File: src/rtl/apb_slv_pkg.sv
// Shared types and widths for the APB slave register bank and its protocol checker.
package apb_slv_pkg;
  localparam int APB_ADDR_W = 32;
  localparam int APB_DATA_W = 32;
  localparam int XFER_CNT_W = 16;

  typedef enum logic [1:0] {IDLE, SETUP, ACCESS} apb_state_t;
endpackage

File: src/rtl/apb_slv_prot_chk.sv
// Sticky APB protocol-violation detector; only instantiated by apb_slave_regbank when
// APB_SLV_PROT_CHK_EN is defined.
module apb_slv_prot_chk
  import apb_slv_pkg::*;
(
  input  logic                  clk,
  input  logic                  rst,
  input  apb_state_t            state,
  input  logic                  sel,
  input  logic                  Penable,
  input  logic                  Pwrite,
  input  logic [APB_ADDR_W-1:0] Paddr,
  input  logic [APB_DATA_W-1:0] Pwdata,
  output logic                  prot_err
);

  logic [APB_ADDR_W-1:0] addr_reg;
  logic [APB_DATA_W-1:0] wdata_reg;
  logic                  write_reg;
  logic                  err_reg;
  logic                  viol;
  logic                  access_now;

  assign access_now = sel && Penable;

  // state is the phase of the previous cycle, so the *_reg copies hold the setup-cycle values
  always_comb begin
    viol = 1'b0;
    case (state)
      IDLE:    viol = access_now;
      SETUP:   viol = !access_now || (Paddr != addr_reg) || (Pwrite != write_reg) ||
                      (Pwrite && (Pwdata != wdata_reg));
      ACCESS:  viol = access_now;
      default: viol = 1'b0;
    endcase
  end

  always_ff @(posedge clk or posedge rst) begin
    if (rst) begin
      addr_reg  <= '0;
      wdata_reg <= '0;
      write_reg <= 1'b0;
      err_reg   <= 1'b0;
    end else begin
      addr_reg  <= Paddr;
      wdata_reg <= Pwdata;
      write_reg <= Pwrite;
      if (viol) err_reg <= 1'b1;
    end
  end

  assign prot_err = err_reg;

endmodule

File: src/rtl/apb_slave_regbank.sv
// APB slave with DEPTH 32-bit registers, transfer counter and an optional protocol
// checker enabled by defining APB_SLV_PROT_CHK_EN.
module apb_slave_regbank
  import apb_slv_pkg::*;
#(
  parameter int                    SEL_IDX   = 0,
  parameter int                    DEPTH     = 16,
  parameter logic [APB_ADDR_W-1:0] BASE_ADDR = 32'h8000_0000,
  parameter logic [APB_DATA_W-1:0] RESET_VAL = 32'h0
) (
  input  logic                  clk,
  input  logic                  rst,
  input  logic [31:0]           Pselx,
  input  logic                  Penable,
  input  logic                  Pwrite,
  input  logic [APB_ADDR_W-1:0] Paddr,
  input  logic [APB_DATA_W-1:0] Pwdata,
  output logic [APB_DATA_W-1:0] Prdata,
  output logic                  xfer_done,
  output logic [XFER_CNT_W-1:0] xfer_cnt,
  output logic                  prot_err
);

  localparam int IDX_W = $clog2(DEPTH);

  logic             sel;
  logic             hit;
  logic [IDX_W-1:0] idx;
  logic             unused_bits;

  assign sel         = Pselx[SEL_IDX];
  assign idx         = Paddr[IDX_W+1:2];
  assign hit         = Paddr[APB_ADDR_W-1:IDX_W+2] == BASE_ADDR[APB_ADDR_W-1:IDX_W+2];
  assign unused_bits = ^{Pselx, Paddr[1:0]};

  // state_reg is the bus phase of the previous cycle; state_next is the phase of this cycle
  apb_state_t state_reg, state_next;
  logic       rd_load, access_end, wr_commit;

  always_ff @(posedge clk or posedge rst) begin
    if (rst) state_reg <= IDLE;
    else     state_reg <= state_next;
  end

  always_comb begin
    state_next = state_reg;
    case (state_reg)
      IDLE:    state_next = (sel && !Penable) ? SETUP : IDLE;
      SETUP:   state_next = (sel && Penable) ? ACCESS : IDLE;
      ACCESS: begin
        if (!sel)         state_next = IDLE;
        else if (!Penable) state_next = SETUP;
        else               state_next = ACCESS;
      end
      default: state_next = IDLE;
    endcase
  end

  // A repeated ACCESS (ACCESS -> ACCESS) is not a new access end, so it neither commits nor counts
  always_comb begin
    rd_load    = (state_next == SETUP) && !Pwrite;
    access_end = (state_reg == SETUP) && (state_next == ACCESS);
    wr_commit  = access_end && Pwrite && hit;
  end

  logic [APB_DATA_W-1:0] regs_reg [DEPTH];
  logic [DEPTH-1:0]      wr_en;

  for (genvar gi = 0; gi < DEPTH; gi++) begin : g_wr_en
    assign wr_en[gi] = wr_commit && (idx == IDX_W'(gi));
  end

  always_ff @(posedge clk or posedge rst) begin
    if (rst) begin
      for (int i = 0; i < DEPTH; i++) regs_reg[i] <= RESET_VAL;
    end else begin
      for (int i = 0; i < DEPTH; i++) begin
        if (wr_en[i]) regs_reg[i] <= Pwdata;
      end
    end
  end

  logic [APB_DATA_W-1:0] prdata_reg, prdata_next;
  logic                  xfer_done_reg;
  logic [XFER_CNT_W-1:0] xfer_cnt_reg;

  // Prdata is non-zero only in the cycle after a read setup, so slaves can be OR-combined
  assign prdata_next = (rd_load && hit) ? regs_reg[idx] : '0;

  always_ff @(posedge clk or posedge rst) begin
    if (rst) begin
      prdata_reg    <= '0;
      xfer_done_reg <= 1'b0;
      xfer_cnt_reg  <= '0;
    end else begin
      prdata_reg    <= prdata_next;
      xfer_done_reg <= access_end;
      if (access_end) xfer_cnt_reg <= xfer_cnt_reg + 1'b1;
    end
  end

  assign Prdata    = prdata_reg;
  assign xfer_done = xfer_done_reg;
  assign xfer_cnt  = xfer_cnt_reg;

`ifdef APB_SLV_PROT_CHK_EN
  apb_slv_prot_chk u_prot_chk (
    .clk      (clk),
    .rst      (rst),
    .state    (state_reg),
    .sel      (sel),
    .Penable  (Penable),
    .Pwrite   (Pwrite),
    .Paddr    (Paddr),
    .Pwdata   (Pwdata),
    .prot_err (prot_err)
  );
`else
  assign prot_err = 1'b0;
`endif

endmodule

File: config.mk
export PLATFORM = sky130hd
export DESIGN_NAME = apb_slave_regbank
export DESIGN_NICKNAME = d
export VERILOG_FILES = /design/src/rtl/apb_slv_pkg.sv /design/src/rtl/apb_slv_prot_chk.sv /design/src/rtl/apb_slave_regbank.sv
export SDC_FILE = /design/constraint.sdc
export NUM_CORES = 1
export LEC_CHECK = 0
export CORE_ASPECT_RATIO = 0.6
export CORE_UTILIZATION = 45
export CTS_CLUSTER_SIZE = 30
export DETAILED_ROUTE_END_ITERATION = 16
export GPL_TIMING_DRIVEN = 0
export SLEW_MARGIN = 20
export SYNTH_ARGS = -nofsm -noshare
export SYNTH_HDL_FRONTEND = slang
export SYNTH_SLANG_ARGS = --single-unit
export TNS_END_PERCENT = 1
File: constraint.sdc
create_clock -name clk -period 55.2 [get_ports clk]
set_input_delay 11.04 -clock clk [delete_from_list [all_inputs] [get_ports clk]]
set_output_delay 11.04 -clock clk [all_outputs]
set_load 0.01 [all_outputs]
==> results summary <==
The flow ran to the end, and the final reports show no timing, DRC or antenna violations. The max-slew violation total from the final report came out at 0. The sum of net half-perimeters after detailed placement came out at 41400 um. The final cycle utilization of the critical path came out at between 20% and 30%.

The required time of the critical path came out at ~56 ns. The area occupied by registers is between 0.01 and 0.015 mm^2. The internal power contribution is 0.628 mW.

The register with the most flip-flops in the layout has 512 of them. The actual slew at the worst max-slew pin is between 1 and 1.5 ns. The number of max-cap violations is 0. The initial antenna violation count is 0. The number of standard-cell rows in the floorplan is 66.

The worst-case clock skew came out at 0.0145 ns. CTS saw 563 sinks. For this block, the via count after detailed routing is 14300. The maximum fanout along the worst path came out at 10.

The final global-route overflow total came out at 0. The number of placed instances, taps included came out at approximately 2400. The number of cells in the finished layout apart from fillers is 2446. For this run, the share of the core covered by cells in the final layout is 52.9%.

The number of synthesis warnings came out at 0. Setup repair after global routing left no endpoint under its margin. The category of the critical setup timing path is primary input to register.

Counting the fill cells in the layout gives about 4400. The headroom to the max-slew limit came out at 22.0%. The switching share of power is between 20% and 30%. Counting instances, the worst hold path has a depth of 1.

For this run, the leading register cell type out of synthesis is sky130_fd_sc_hd__dfrtp_1. The multi-input combinational cell area is 0.0101 mm^2. The smallest hold slack is 0.476 ns. After routing the design area is 0.0288 mm^2. The height of the die came out at 184 um.

The worst setup path is launched from a primary input. For this run, the post-layout net count is approximately 1800. The number of nets with antenna violations after detailed routing is 0.

The sequential group share of total power is about half. The sum of buffers and inverters on the critical path is 4. Of the cells placed in the final design, the portion with a size suffix greater than 1 is 45.8%. The maximum clock frequency came out at ~0.074 GHz. The hold buffer count at cts came out at 0.

The number of gates resized after CTS was 0. The first global-routing pass estimated 99000 um of wire. The number of global-route vias before repair came out at 15000. The post-synthesis cell count came out at 1521. For the worst-skew pair, the clock arrives at the later sink with an insertion delay of just under 0.6 ns. The antenna diode count is 0. Compared with the post-synthesis result, the final layout area differs by 15.6%. The share of flip-flops with an asynchronous set or reset came out at 100%.

The post-route DRC violation count is 0. TritonCTS built the clock tree. The post-synth net total is approximately 1600. The iteration count of the initial detailed-routing pass is 5. Combinational cells account for 5.0% of the total power. The count of flip-flops with a built-in enable after synthesis is 0. The final critical delay including setup and external delays is about 13 ns.

Traced cell by cell, the critical path runs through clkdlybuf4s50_1 > buf_2 > clkbuf_1 > buf_2 > mux4_2 > a22oi_1 > a21oi_1. The power density over cell area came out at 28.3 mW/mm^2. The number of buffers added on ports came out at 114.

The number of endpoints with negative hold slack in the final report came to 0. The endpoint type of the worst setup path is a register. Grouping stages by cell kind, the critical path spends the most delay in buffers and inverters.

The slowest stage cell on the critical path is sky130_fd_sc_hd__clkdlybuf4s50_1. The total negative setup slack came out at 0 ns. The TritonCTS buffer count is 53. The buffer levels on the longest clock path came out at 3. Yosys mapped the design onto 38 distinct sky130hd cell types. The total standard cell area after synthesis came out at roughly 0.025 mm^2. The area enclosed by the die boundary came out at approximately 0.056 mm^2. The I/O pin count came out at 150. For the worst setup path, the data arrival time is 13.91 ns. For this design the total switching power over the nets is 0.187 mW. The clock edge transition at the registers on the reported setup and hold paths came out at 0.06 ns. The total routing resource utilization after global routing came out at 23.8%. The setup-violating endpoint count in the final report came out at 0. The routed wirelength normalized by instance count is ~26 um. The die extent in x is 306 um. The sequential share of the synthesized area came out at 56.5%. In this run the standard cell core region covers 0.0544 mm^2. After detailed placement, the total cell area comes to around 0.027 mm^2. The maximum number of pins on one net before global-route repair came out at 108. The cell seen most often among critical-path stages is sky130_fd_sc_hd__buf_2. The worst IR drop on VDD came out at 0.0000259 V. The number of gates on the worst path with buffers counted is 7.

Buffers added to address setup during post-CTS repair amount to 0. The mean area per synthesized cell came out at 16.4 um^2. For this run, the slowest stage of the critical path takes 0.59 ns. The power share of the clock group came out at between 40% and 50%. The congestion estimate from routability-driven global placement came to 0.815. The root buffer cell chosen for the clock tree is sky130_fd_sc_hd__clkbuf_16. The first routing iteration left roughly 1100 violations. Counting cells, the worst reg-to-reg path comes to 7. For this block, the routed nets add up to between 60000 and 70000 um of wire.

The worst hold path belongs to the class register to register. The H-tree generated during clock tree synthesis spans 2 levels. The synthesis-stage register bit count came out at roughly 560. For this design the static power due to leakage is 13.9 nW.

The average vias per placed instance came out at 5.85. The initial cell density of the core came out at between 40% and 50%.
per-stage QoR:
stage | power [mW] | setup slack [ns]
detailed placement | 0.465 | 41.14
global route | 0.844 | 41.63
global placement | 0.464 | 21.93
CTS | 0.823 | 41.76
finish | 0.814 | 41.70
floorplan | 0.444 | 28.41
power groups by stage:
stage	combinational (mW)	clock, mW	sequential (mW)
2_1_floorplan	0.0202	0	0.424
3_3_place_gp	0.0399	0	0.424
3_5_place_dp	0.0418	0	0.423
4_1_cts	0.0419	0.365	0.415
5_1_grt	0.0453	0.384	0.415
6_report	0.0411	0.358	0.415
path summary, 6_finish.rpt:
path                                  to          from  slack, ns
max in group asynchronous   regs_reg[40]           rst      42.24
min                         xfer_cnt[15]  xfer_cnt[15]       0.48
min in group asynchronous    xfer_cnt[4]           rst      10.92
max reg2reg                regs_reg[173]  state_reg[1]      52.49
min reg2reg                 xfer_cnt[15]  xfer_cnt[15]       0.48
max                           Prdata[18]      Paddr[3]      41.70
logic make-up (layout without fill, tap and decap cells):
logic type               Yosys count  count (layout)  synth area share, %
other                              1               1               0.0151
multiplexers                     640             640                 35.2
XOR/XNOR                          16              16                0.562
AO/OA/AOI/OAI                     96              96                 2.57
adder cells (fa/ha/maj)            1               1               0.0502
buffers and inverters            138             349                 2.90
flip-flops                       563             563                 56.5
AND/OR/NAND/NOR                   66              66                 2.19
synth_stat cells (4+ instances only):
cell	n	area, um^2
sky130_fd_sc_hd__dfrtp_1	563	14100
sky130_fd_sc_hd__xnor2_1	13	114
sky130_fd_sc_hd__nand4_1	12	75.1
sky130_fd_sc_hd__mux2_4	30	450
sky130_fd_sc_hd__nand3_1	4	20.0
sky130_fd_sc_hd__mux2_1	31	349
sky130_fd_sc_hd__nor4_1	5	31.3
sky130_fd_sc_hd__a22oi_1	64	480
sky130_fd_sc_hd__mux2_2	451	5080
sky130_fd_sc_hd__and2_1	4	25.0
sky130_fd_sc_hd__inv_1	4	15.0
sky130_fd_sc_hd__clkbuf_1	54	203
sky130_fd_sc_hd__nand2_1	7	26.3
sky130_fd_sc_hd__mux4_2	128	2880
sky130_fd_sc_hd__nand4_4	7	149
sky130_fd_sc_hd__a21oi_1	32	160
sky130_fd_sc_hd__buf_2	67	335
sky130_fd_sc_hd__and3_1	6	37.5
sky130_fd_sc_hd__nor2b_1	5	31.3
worst reg2reg max path, stage by stage (launching register included):
cell and delay, ns:
sky130_fd_sc_hd__dfrtp_1 0.39, sky130_fd_sc_hd__nand4b_4 0.27, sky130_fd_sc_hd__inv_1 0.26, sky130_fd_sc_hd__and3_1 0.24
sky130_fd_sc_hd__buf_2 0.25, sky130_fd_sc_hd__nand4_1 0.39, sky130_fd_sc_hd__buf_2 0.44, sky130_fd_sc_hd__mux2_2 0.36
layer usage:
| metal | track usage, % | up-vias | part of all wire (%) | wire length (um) |
|---|---|---|---|---|
| met5 | 0 | - | 0 | 0 |
| met4 | 5.43 | 0 | 2.2 | 1400 |
| met3 | 4.06 | 104 | 5.1 | 3270 |
| met2 | 34.3 | 318 | 43 | 27600 |
| met1 | 37.3 | 7807 | 50 | 32400 |
| li1 | - | 6072 | - | - |
cell type report:
type	instances	share of cell area [%]
flip-flops and latches	563	48.9
inverters	4	0.0782
plain buffers	134	2.47
repair buffers	120	4.54
well taps	714	3.10
clock buffers	77	5.44
multi-input cells	820	35.1
clock inverters	14	0.343
cells in the final DEF, fill, tap and decap left out, types with 2 or more instances in the layout:
cell and count:
sky130_fd_sc_hd__xnor2_1 13, sky130_fd_sc_hd__mux2_1 31, sky130_fd_sc_hd__clkdlybuf4s50_1 114, sky130_fd_sc_hd__clkbuf_16 53
sky130_fd_sc_hd__buf_2 67, sky130_fd_sc_hd__nand4_4 7, sky130_fd_sc_hd__nand3_1 4, sky130_fd_sc_hd__a21oi_1 32
sky130_fd_sc_hd__buf_12 3, sky130_fd_sc_hd__buf_6 3, sky130_fd_sc_hd__inv_1 3, sky130_fd_sc_hd__dfrtp_1 563
sky130_fd_sc_hd__xor2_1 3, sky130_fd_sc_hd__nand4_2 3, sky130_fd_sc_hd__nor3_1 3, sky130_fd_sc_hd__mux4_2 128
sky130_fd_sc_hd__buf_1 2, sky130_fd_sc_hd__mux2_4 30, sky130_fd_sc_hd__mux2_2 451, sky130_fd_sc_hd__nor2b_1 5
sky130_fd_sc_hd__buf_4 3, sky130_fd_sc_hd__nand4_1 12, sky130_fd_sc_hd__nor4_1 5, sky130_fd_sc_hd__clkbuf_1 60
sky130_fd_sc_hd__clkbuf_2 3, sky130_fd_sc_hd__nor2_1 2, sky130_fd_sc_hd__nand2_1 7, sky130_fd_sc_hd__and3_1 6
sky130_fd_sc_hd__clkbuf_8 16, sky130_fd_sc_hd__a22oi_1 64, sky130_fd_sc_hd__and2_1 4, sky130_fd_sc_hd__clkinv_2 12
sky130_fd_sc_hd__buf_16 6, sky130_fd_sc_hd__and4_1 2
Note: power is estimated with default switching activity, not from simulation.
